==> config.mk <==
export PLATFORM = sky130hd
export DESIGN_NAME = pwm_csr
export DESIGN_NICKNAME = d
export VERILOG_FILES = /design/src/rtl/pwm_csr.sv
export SDC_FILE = /design/constraint.sdc
export NUM_CORES = 1
export LEC_CHECK = 0
export BUFFER_PORTS_ARGS = -buffer_cell sky130_fd_sc_hd__buf_2
export CAP_MARGIN = 20
export CORE_AREA = 2 2 119 92
export CTS_CLUSTER_DIAMETER = 150
export DETAILED_ROUTE_END_ITERATION = 10
export DIE_AREA = 0 0 121 94
export SYNTH_ARGS = -nofsm -noshare
export SYNTH_HDL_FRONTEND = slang
export SYNTH_SLANG_ARGS = --single-unit
==> constraint.sdc <==
create_clock -name clk_i -period 1.2 [get_ports clk_i]
set_input_delay 0.06 -clock clk_i [delete_from_list [all_inputs] [get_ports clk_i]]
set_output_delay 0.06 -clock clk_i [all_outputs]
set_load 0.005 [all_outputs]
==> src/rtl/pwm_csr.sv <==
// -----------------------------------------------------------------------------
// PwmCsr : control/status register file for the PWM generator.
//
// A bus master programs the PWM core through a chipselect/read/write slave
// port. The enable, period, duty-cycle and divisor registers drive the core
// directly. A status word reflects the core's running flag back to software.
//
// Register map (word address):
//   0 CTRL    RW  bit0 = enable
//   1 STATUS  RO  bit0 = pwm_running, sampled live at the read edge
//   2 PERIOD  RW  bits15:0
//   3 DUTY    RW  bits15:0
//   4 DIVISOR RW  bits15:0
//   5-7       read as zero, writes ignored
//
// Ports:
//   clk_i          clock; all state changes on the rising edge
//   reset_i        synchronous active-high reset; wins over any bus access
//   chipselect_i   slave select; read/write strobes are ignored when low
//   write_i        write strobe
//   read_i         read strobe
//   address_i      register word address
//   writedata_i    write data
//   readdata_o     registered read data, valid the cycle after a read
//   enable_o       PWM enable
//   period_o       PWM period in divided-clock ticks
//   duty_cycle_o   PWM high time in divided-clock ticks
//   divisor_o      clock prescaler for the PWM core
//   pwm_running_i  running flag from the PWM core
// -----------------------------------------------------------------------------
module pwm_csr #(
   parameter logic [15:0] PERIOD_RST  = 16'h0000,
   parameter logic [15:0] DUTY_RST    = 16'h0000,
   parameter logic [15:0] DIVISOR_RST = 16'h0000
) (
   input  logic        clk_i,
   input  logic        reset_i,
   input  logic        chipselect_i,
   input  logic        write_i,
   input  logic        read_i,
   input  logic [2:0]  address_i,
   input  logic [31:0] writedata_i,
   output logic [31:0] readdata_o,
   output logic        enable_o,
   output logic [15:0] period_o,
   output logic [15:0] duty_cycle_o,
   output logic [15:0] divisor_o,
   input  logic        pwm_running_i
);

   typedef enum logic [2:0] {
      ADDR_CTRL    = 3'd0,
      ADDR_STATUS  = 3'd1,
      ADDR_PERIOD  = 3'd2,
      ADDR_DUTY    = 3'd3,
      ADDR_DIVISOR = 3'd4
   } regAddr_e;

   logic        enable_q,   enable_d;
   logic [15:0] period_q,   period_d;
   logic [15:0] duty_q,     duty_d;
   logic [15:0] divisor_q,  divisor_d;
   logic [31:0] readdata_q, readdata_d;

   logic        wrEn;
   logic        rdEn;
   logic [31:0] readMux;

   assign wrEn = chipselect_i & write_i;
   assign rdEn = chipselect_i & read_i;

   // Read mux works from the current register values, so a read and a write
   // to the same address in one cycle returns the value from before the write.
   always_comb begin
      readMux = 32'h0;
      case (address_i)
         ADDR_CTRL:    readMux = {31'h0, enable_q};
         ADDR_STATUS:  readMux = {31'h0, pwm_running_i};
         ADDR_PERIOD:  readMux = {16'h0, period_q};
         ADDR_DUTY:    readMux = {16'h0, duty_q};
         ADDR_DIVISOR: readMux = {16'h0, divisor_q};
         default:      readMux = 32'h0;
      endcase
   end

   // Next-state logic: every register holds unless the bus addresses it.
   // Values are passed through without range checks (duty > period and a
   // zero divisor are left for the core to deal with).
   always_comb begin
      enable_d   = enable_q;
      period_d   = period_q;
      duty_d     = duty_q;
      divisor_d  = divisor_q;
      readdata_d = readdata_q;

      if (wrEn) begin
         case (address_i)
            ADDR_CTRL:    enable_d  = writedata_i[0];
            ADDR_PERIOD:  period_d  = writedata_i[15:0];
            ADDR_DUTY:    duty_d    = writedata_i[15:0];
            ADDR_DIVISOR: divisor_d = writedata_i[15:0];
            default:      ;
         endcase
      end

      if (rdEn) begin
         readdata_d = readMux;
      end
   end

   // State registers with synchronous reset taking priority over the bus.
   always_ff @(posedge clk_i) begin
      if (reset_i) begin
         enable_q   <= 1'b0;
         period_q   <= PERIOD_RST;
         duty_q     <= DUTY_RST;
         divisor_q  <= DIVISOR_RST;
         readdata_q <= 32'h0;
      end else begin
         enable_q   <= enable_d;
         period_q   <= period_d;
         duty_q     <= duty_d;
         divisor_q  <= divisor_d;
         readdata_q <= readdata_d;
      end
   end

   assign readdata_o   = readdata_q;
   assign enable_o     = enable_q;
   assign period_o     = period_q;
   assign duty_cycle_o = duty_q;
   assign divisor_o    = divisor_q;

endmodule

==> results of run 1 <==
-- worst min-delay path by stage --
| stage | endpoint | slack [ps] | startpoint | depth (start not counted) |
|---|---|---|---|---|
| final | period_o[8] | 20 | writedata_i[8] | 3 |
| after CTS | period_o[8] | 5 | writedata_i[8] | 3 |
| after floorplan | divisor_o[0] | 210 | writedata_i[0] | 2 |
| after global placement | period_o[4] | 340 | writedata_i[4] | 3 |
| after detailed placement | divisor_o[4] | 350 | writedata_i[4] | 3 |
| after global routing | duty_cycle_o[8] | 10 | writedata_i[8] | 3 |
-- cell families (layout without fill, tap and decap cells) --
group / Yosys count / count (layout) / synth area share, %
AND/OR/NAND/NOR: 78 / 78 / 14.6
buffers and inverters: 50 / 130 / 11.8
AO/OA/AOI/OAI: 133 / 133 / 23.7
other: 1 / 16 / 0.125
flip-flops: 65 / 65 / 43.5
multiplexers: 17 / 17 / 6.32
-- final cells by class --
cell class,instances,area [µm²],area share [%]
clock buffers,11,243,6.34
clock inverters,3,42.5,1.11
inverters,2,7.51,0.196
multi-input cells,244,1390,36.4
flip-flops and latches,65,1300,34.0
well taps,136,170,4.44
repair buffers,114,671,17.5
-- power by group --
part | leakage, nW | switching, mW | internal [mW]
registers | 0.524 | 0.0177 | 2.18
logic | 0.918 | 0.266 | 0.154
clock network | 0.137 | 0.913 | 1.64
-- per-stage QoR --
step	area, µm²	hold slack, ps
floorplan	3050	208
CTS	3830	5.34
global route	3830	14.5
detailed placement	3540	350
finish	3830	17.9
global placement	3540	339
-- registers in the layout (all words and copies together), names as in the netlist --
| name | count |
|---|---|
| readdata_o | 16 |
| duty_cycle_o | 16 |
| enable_o | 1 |
| period_o | 16 |
| divisor_o | 16 |
-- worst max-delay path, stage by stage (launching register included) --
cell	delay, ps
sky130_fd_sc_hd__dfxtp_1	330
sky130_fd_sc_hd__mux2_2	280
sky130_fd_sc_hd__a22oi_1	210
sky130_fd_sc_hd__o21ai_1	80
-- cells in the mapped netlist (all sizes together) --
library cell / instances / area, µm²
a22oi: 15 / 113
nor3: 2 / 10.0
and4bb: 1 / 12.5
nor3b: 1 / 18.8
nand3: 49 / 245
nand2: 16 / 60.1
nand4bb: 1 / 27.5
and4b: 1 / 10.0
nor2: 1 / 3.75
o211ai: 1 / 7.51
buf: 38 / 305
a21oi: 51 / 255
and3b: 1 / 8.76
o31a: 1 / 8.76
mux2i: 2 / 20.0
inv: 2 / 7.51
o21ai: 65 / 325
conb: 1 / 3.75
nand2b: 1 / 6.26
mux2: 15 / 169
nand4b: 2 / 17.5
and2b: 1 / 7.51
dfxtp: 65 / 1300
clkbuf: 10 / 38.8
nand3b: 1 / 7.51
-- routing by layer --
layer | vias to the layer above | share of wire [%]
li1 | 1397 | -
met1 | 1394 | 43
met2 | 116 | 46
met3 | 9 | 9.0
met4 | 0 | 1.2
met5 | - | 0
==> results.rst, run 1 <==
.. list-table::
   :header-rows: 1

   * - Metric
     - Value
   * - Routability congestion estimate from global placement
     - 0.801
   * - Diode insertion count for antenna repair
     - 0
   * - H-tree Lvls
     - 3
   * - Worst rel slew slack
     - 54.3%
   * - Detailed-routing iteration count for the pre-antenna-repair pass
     - 4
   * - HPWL after DPL
     - 6910 µm
   * - Fraction of final layout cells with drive strength greater than 1
     - 33.0%
   * - Post-route clock period utilization
     - 84.6%
   * - Commonest non-fill, non-tap cells in the layout
     - sky130_fd_sc_hd__buf_2, sky130_fd_sc_hd__dfxtp_1, sky130_fd_sc_hd__o21ai_0, sky130_fd_sc_hd__a21oi_1, sky130_fd_sc_hd__nand3_1
   * - Wire length of the first global-routing pass
     - 15000 µm
   * - Finished Core Util
     - 37.8%
   * - Fraction of the yosys area taken by sequential cells
     - 43.5%
   * - Clk sink count
     - 65
   * - Static Leak
     - 1.58 nW
   * - Synthesized area divided by synthesized cell count
     - 8.69 µm²
   * - Sum of routed wire length over all layers
     - 9680 µm
   * - Unrepaired setup endpoints after global routing
     - no
   * - Number of buffers on the longest clock path
     - 2
   * - Worst setup slack after layout
     - 185 ps
   * - Critical path type
     - register to register
   * - Launch instance of the worst register-to-register path
     - period_o[13]
   * - Startpoint types
     - register
   * - Routed vias/inst
     - 5.07
   * - Cell count after synthesis
     - 344
   * - Post-route setup TNS
     - 0 ps
   * - Root Buffer Master
     - sky130_fd_sc_hd__clkbuf_16
   * - Overall routing resource usage
     - 17.3%
   * - Pwr Density
     - 1350 nW/µm²
   * - VDD IR-drop max
     - 0.000646 V
   * - Period minus WS final
     - 1010 ps
   * - Outcome
     - finished, final reports clean
   * - Busiest grt layer
     - met2
   * - GRT met1 Usage
     - 23.0%
   * - Category of the worst setup path capture point
     - register
   * - Ports placed on the boundary
     - 122
   * - Critical Path Fanout Max
     - 3
   * - Post-route insts no fill
     - 575
   * - CTS buffer count
     - 9
   * - Number of gates given a new drive strength after cts
     - 0
   * - DRC
     - 0
   * - Crit path capture
     - readdata_o[13]
   * - Critical path data required time
     - 1410 ps
   * - Global Route met3 Usage
     - 4.13%
   * - GRT met2 Usage
     - 26.8%
   * - Netlist area before placement
     - 2990 µm²
   * - Die extent in x
     - 121 µm
   * - Detail-routed net length per standard cell
     - 16.8 µm
   * - Layout overhead on the synthesized area
     - 28.0%
   * - Fill cell total of the finished layout
     - 1034
   * - Number of global-route vias before repair
     - 2750
   * - Max Clock Freq
     - 985 MHz
   * - Yosys reg bits
     - 65
   * - Number of buffers inserted by post-CTS setup repair
     - 0
   * - Number of nets in the final layout
     - 477
   * - Count of cells along the worst register-to-register path
     - 3
   * - Effective utilization at floorplan
     - 29.5%
   * - Maximum number of pins on one net before global-route repair
     - 32
   * - Commonest non-fill, non-tap cell in the layout
     - sky130_fd_sc_hd__buf_2
   * - Netlist cell types
     - 30
   * - Setup clock skew after layout
     - 5.53 ps
   * - Slew @ Worst Pin
     - 685 ps
   * - TritonCTS clock tree
     - built
   * - Count of endpoints failing setup in the final report
     - 0
   * - Worst slack after detailed placement
     - -116 ps
   * - Worst reg2reg endpoint
     - readdata_o[13]
   * - Final ANT Viol Nets
     - 0
   * - Die H
     - 94 µm
   * - Worst setup startpoint
     - period_o[13]
   * - Power after layout
     - 5.17 mW
   * - Overflow left after global routing
     - 0
   * - Latest clock arrival within the worst-skew pair
     - 330 ps
   * - Count of buffers inserted at the top-level ports
     - 89
   * - Number of design-rule violations left by the first detailed-router iteration
     - 212
   * - YS warnings
     - 0
   * - Number of antenna violations at the first check in global routing
     - 0
   * - Final-report hold violation count
     - 0
   * - Final number of max-transition violations
     - 0
   * - Hold-fix buffers, CTS
     - 0
   * - Die area
     - 11400 µm²
   * - Count of placed standard cells including taps
     - 561
   * - Worst Path Arrival
     - 1230 ps
   * - Via count
     - 2916
   * - Worst-case register-to-register setup slack
     - 190 ps
   * - Type of the tightest min-delay check
     - input port to register
   * - Placeable Area
     - 10100 µm²
   * - Clock transition at the register clock pins on the worst setup and hold paths after CTS
     - 50 ps
   * - Count of standard-cell rows
     - 32
   * - Max capacitance violation total
     - 0
(Power assumes the default switching activity.)
==> run 2, diff against run 1 <==
--- a/config.mk
+++ b/config.mk
@@ -5,12 +5,13 @@
 export SDC_FILE = /design/constraint.sdc
 export NUM_CORES = 1
 export LEC_CHECK = 0
+export ABC_AREA = 1
 export BUFFER_PORTS_ARGS = -buffer_cell sky130_fd_sc_hd__buf_2
 export CAP_MARGIN = 20
-export CORE_AREA = 2 2 119 92
+export CORE_AREA = 2 2 116 90
 export CTS_CLUSTER_DIAMETER = 150
 export DETAILED_ROUTE_END_ITERATION = 10
-export DIE_AREA = 0 0 121 94
+export DIE_AREA = 0 0 118 92
 export SYNTH_ARGS = -nofsm -noshare
 export SYNTH_HDL_FRONTEND = slang
 export SYNTH_SLANG_ARGS = --single-unit
==> constraint.sdc (replaced) <==
create_clock -name clk_i -period 0.8 [get_ports clk_i]
set_input_delay 0.04 -clock clk_i [delete_from_list [all_inputs] [get_ports clk_i]]
set_output_delay 0.04 -clock clk_i [all_outputs]
set_load 0.005 [all_outputs]
==> run 2 against run 1 <==
The flow now finishes with violations (negative setup slack). Synthesized cell count up 11%. Critical path depth decreased by 1. Synthesized area shrank 5.1%. Cell count rose by 21%. Setup slack got worse by 300 ps.
==> results.rst, run 2 <==
.. list-table::
   :header-rows: 1

   * - Metric
     - Value
   * - Final number of max-transition violations
     - 0 (unchanged)
   * - Placeable Area
     - 9890 µm² (-2.4%)
   * - Count of cells along the worst register-to-register path
     - 5 (+2)
   * - Max Clock Freq
     - 1090 MHz
   * - Routed vias/inst
     - 4.60 (-9.2%)
   * - H-tree Lvls
     - 3 (unchanged)
   * - Footprint of the multi-input gates
     - 1550 µm² (+11%)
   * - Dominant register cell in the synthesized netlist
     - sky130_fd_sc_hd__dfxtp_1
   * - Cell count after synthesis
     - 382 (+11%)
   * - Most used cell, CP
     - sky130_fd_sc_hd__buf_6
   * - Diode insertion count for antenna repair
     - 0 (unchanged)
   * - Number of nets in the final layout
     - 598 (+25%)
   * - HPWL after DPL
     - 6910 µm (about the same)
   * - Type of the tightest min-delay check
     - input port to register
   * - Fill cell total of the finished layout
     - 897 (-13%)
   * - Overflow left after global routing
     - 0 (unchanged)
   * - Final ANT Viol Nets
     - 0 (unchanged)
   * - CTS buffer count
     - 9 (unchanged)
   * - Netlist cell types
     - 22 (-27%)
   * - Die H
     - 92 µm (-2.1%)
   * - Hold path start
     - reset_i
   * - Fraction of the yosys area taken by sequential cells
     - 45.9% (+2.4 points)
   * - Post-route clock period utilization
     - 115%
   * - Register area
     - 1400 µm² (+7.4%)
   * - Final-report hold violation count
     - 0 (unchanged)
   * - Post-layout instance area
     - 5150 µm² (+35%)
   * - Count of endpoints failing setup in the final report
     - 57 (+57)
   * - Outcome
     - finished with violations
   * - Number of synthesized flops with an enable pin
     - 0 (unchanged)
   * - Startpoint types
     - register
   * - VDD IR-drop max
     - 0.00104 V (+62%)
   * - Worst reg2reg endpoint
     - readdata_o[7]
   * - Crit path buffers/inverters
     - 2 (+2)
   * - Setup clock skew after layout
     - 10.6 ps (+5.05 ps)
   * - Cell breakdown of the critical path
     - buf_6 -> buf_6
   * - Worst Path Arrival
     - 880 ps (-350 ps)
   * - Number of global-route vias before repair
     - 3013 (+9.6%)
   * - Synthesized area divided by synthesized cell count
     - 7.43 µm² (-15%)
   * - Fraction of synthesis flops using an asynchronous set or reset pin
     - 0% (unchanged)
   * - Overall routing resource usage
     - 18.2% (+0.85 points)
   * - YS warnings
     - 0 (unchanged)
   * - Number of buffers on the longest clock path
     - 2 (unchanged)
   * - Unrepaired setup endpoints after global routing
     - yes
   * - Clk sink count
     - 65 (unchanged)
   * - Finished Core Util
     - 52.1% (+14 points)
   * - Synth top cells by count
     - sky130_fd_sc_hd__nand2_1, sky130_fd_sc_hd__dfxtp_1, sky130_fd_sc_hd__a21oi_1
   * - Slowest CP cell
     - sky130_fd_sc_hd__dfxtp_2
   * - TritonCTS clock tree
     - built
   * - Max capacitance violation total
     - 0 (unchanged)
   * - Count of standard-cell rows
     - 32 (unchanged)
   * - Proportion of netlist area held by the largest area contributor
     - 45.9% (+2.4 points)
   * - Worst hold-check slack
     - 133 ps (+115 ps)
   * - Sum of routed wire length over all layers
     - 10200 µm (+5.1%)
   * - Critical path data required time
     - 760 ps (-650 ps)
   * - Largest cells by area after synthesis
     - sky130_fd_sc_hd__dfxtp_1, sky130_fd_sc_hd__nand2_1, sky130_fd_sc_hd__a21oi_1
   * - Wire length of the first global-routing pass
     - 15600 µm (+4.3%)
   * - Critical path type
     - register to output pin
   * - Critical Path Fanout Max
     - 2 (-1)
   * - Maximum number of pins on one net before global-route repair
     - 39 (+22%)
   * - Routability congestion estimate from global placement
     - 0.832 (+3.9%)
   * - Worst hold path endpoint
     - duty_cycle_o[8]
   * - Placed Instance Area
     - 3650 µm² (+2.9%)
   * - Pwr Density
     - 1600 nW/µm² (+18%)
   * - Worst-case register-to-register setup slack
     - -30 ps (-220 ps)
   * - Netlist area before placement
     - 2840 µm² (-5.1%)
   * - Worst setup slack after layout
     - -118 ps (-303 ps)
   * - Category of the worst setup path capture point
     - output pin
   * - Launch instance of the worst register-to-register path
     - period_o[7]
   * - DRC
     - 0 (unchanged)
   * - Layout overhead on the synthesized area
     - 81.6%
   * - Effective utilization at floorplan
     - 28.7% (-0.84 points)
   * - Clock transition at the register clock pins on the worst setup and hold paths after CTS
     - 60 ps (about the same)
   * - Critical path's top delay family
     - flip-flops
   * - Delay of the slowest critical-path stage
     - 330 ps (about the same)
   * - Via count
     - 3214 (+10%)
   * - Worst hold stages
     - 3 (unchanged)
   * - Detailed-routing iteration count for the pre-antenna-repair pass
     - 5 (+1)
   * - Post-route setup TNS
     - -1640 ps (-1640 ps)
   * - Commonest non-fill, non-tap cell in the layout
     - sky130_fd_sc_hd__nand2_1
   * - Ports placed on the boundary
     - 122 (unchanged)
   * - Period minus WS final
     - 918 ps
   * - Number of antenna violations at the first check in global routing
     - 0 (unchanged)
   * - Count of buffers inserted at the top-level ports
     - 89 (unchanged)
   * - Number of design-rule violations left by the first detailed-router iteration
     - 145 (-32%)
   * - Power after layout
     - 8.24 mW (+59%)
   * - Die extent in x
     - 118 µm (-2.5%)
   * - Die area
     - 10900 µm² (-4.6%)
   * - Fraction of final layout cells with drive strength greater than 1
     - 60.9% (+28 points)
   * - Yosys reg bits
     - 65 (unchanged)
   * - Detail-routed net length per standard cell
     - 14.6 µm (-13%)
   * - Biggest area consumer among synthesized cells
     - sky130_fd_sc_hd__dfxtp_1
   * - Latest clock arrival within the worst-skew pair
     - 330 ps (about the same)
   * - Root Buffer Master
     - sky130_fd_sc_hd__clkbuf_16
   * - Commonest non-fill, non-tap cells in the layout
     - sky130_fd_sc_hd__nand2_1, sky130_fd_sc_hd__buf_6, sky130_fd_sc_hd__dfxtp_2, sky130_fd_sc_hd__buf_4, sky130_fd_sc_hd__buf_2
   * - Violations in the final reports
     - negative setup slack
   * - Count leader, synth
     - sky130_fd_sc_hd__nand2_1
   * - Static Leak
     - 2.31 nW (+46%)
## run 2: cell count changes in the layout (fill, tap and decap cells not counted), moves of 15 or more
cell	previous run	this run
sky130_fd_sc_hd__a22oi_1	15	0
sky130_fd_sc_hd__dlygate4sd3_1	0	16
sky130_fd_sc_hd__o21ai_0	51	0
sky130_fd_sc_hd__dfxtp_1	65	0
sky130_fd_sc_hd__buf_4	22	46
sky130_fd_sc_hd__dfxtp_2	0	59
sky130_fd_sc_hd__nand3_1	49	23
sky130_fd_sc_hd__nand2_2	0	41
sky130_fd_sc_hd__nand2_1	16	116
sky130_fd_sc_hd__buf_6	0	74
sky130_fd_sc_hd__a21oi_2	0	24
sky130_fd_sc_hd__mux2_2	15	0
sky130_fd_sc_hd__buf_2	89	45
## run 2: power breakdown
part | switching, mW | total (mW) | internal (mW)
clock network | 1.38 | 4.19 | 2.80
logic | 0.404 | 0.765 | 0.361
registers | 0.0314 | 3.29 | 3.26
## run 2: worst min-delay path, cell delays in order
cell and delay, ps:
sky130_fd_sc_hd__buf_2 140, sky130_fd_sc_hd__buf_12 190, sky130_fd_sc_hd__a21oi_2 40
## run 2: cell type report
cell class                 instances  area share [%]
clock inverter                     5            1.53
sequential                        65            27.1
inverter                           7           0.898
multi-input combinational        288            30.1
clock buffer                      11            4.71
tap                              136            3.30
timing repair buffer             186            32.3
## run 2: cells by family after synthesis
kind of cell           after synthesis  synth area share [%]
AND/OR/NAND/NOR                    205                  31.5
other                                1                 0.132
flip-flops                          65                  45.9
AO/OA/AOI/OAI                       67                  13.2
buffers and inverters               44                  9.22
## run 2: per-layer routing
| metal | wire length [µm] | vias up | global-route usage (%) |
|---|---|---|---|
| li1 | - | 1564 | - |
| met1 | 4570 | 1517 | 24.2 |
| met2 | 4830 | 121 | 28.5 |
| met3 | 637 | 12 | 5.04 |
| met4 | 138 | 0 | 5.72 |
| met5 | 0 | - | 0 |
## run 2: worst max path at each step
stage                 startpoint          endpoint  slack, ps  depth (start not counted)
CTS                     enable_o          enable_o       -120                          2
global route            enable_o          enable_o       -140                          2
global placement    address_i[1]     readdata_o[9]       -350                          8
floorplan           address_i[1]  duty_cycle_o[10]       -120                          7
finish                  enable_o          enable_o       -120                          2
detailed placement  address_i[1]     readdata_o[9]       -380                          8
## run 2: timing repair
item | CTS | global route
setup buffers | 22 | 17
pin swaps | 8 | 36
hold buffers | 16 | 0
cloned | 0 | 2
endpoints found under the setup margin | 72 | 115
resized for setup | 108 | 119
hold endpoints to repair | 31 | 0
## run 2: metrics by stage
| step | cells | setup WS [ps] |
|---|---|---|
| 4_1_cts | 679 | -117 |
| 5_1_grt | 698 | -143 |
| 2_1_floorplan | 397 | -122 |
| 3_5_place_dp | 627 | -377 |
| 3_3_place_gp | 627 | -352 |
| 6_report | 698 | -118 |
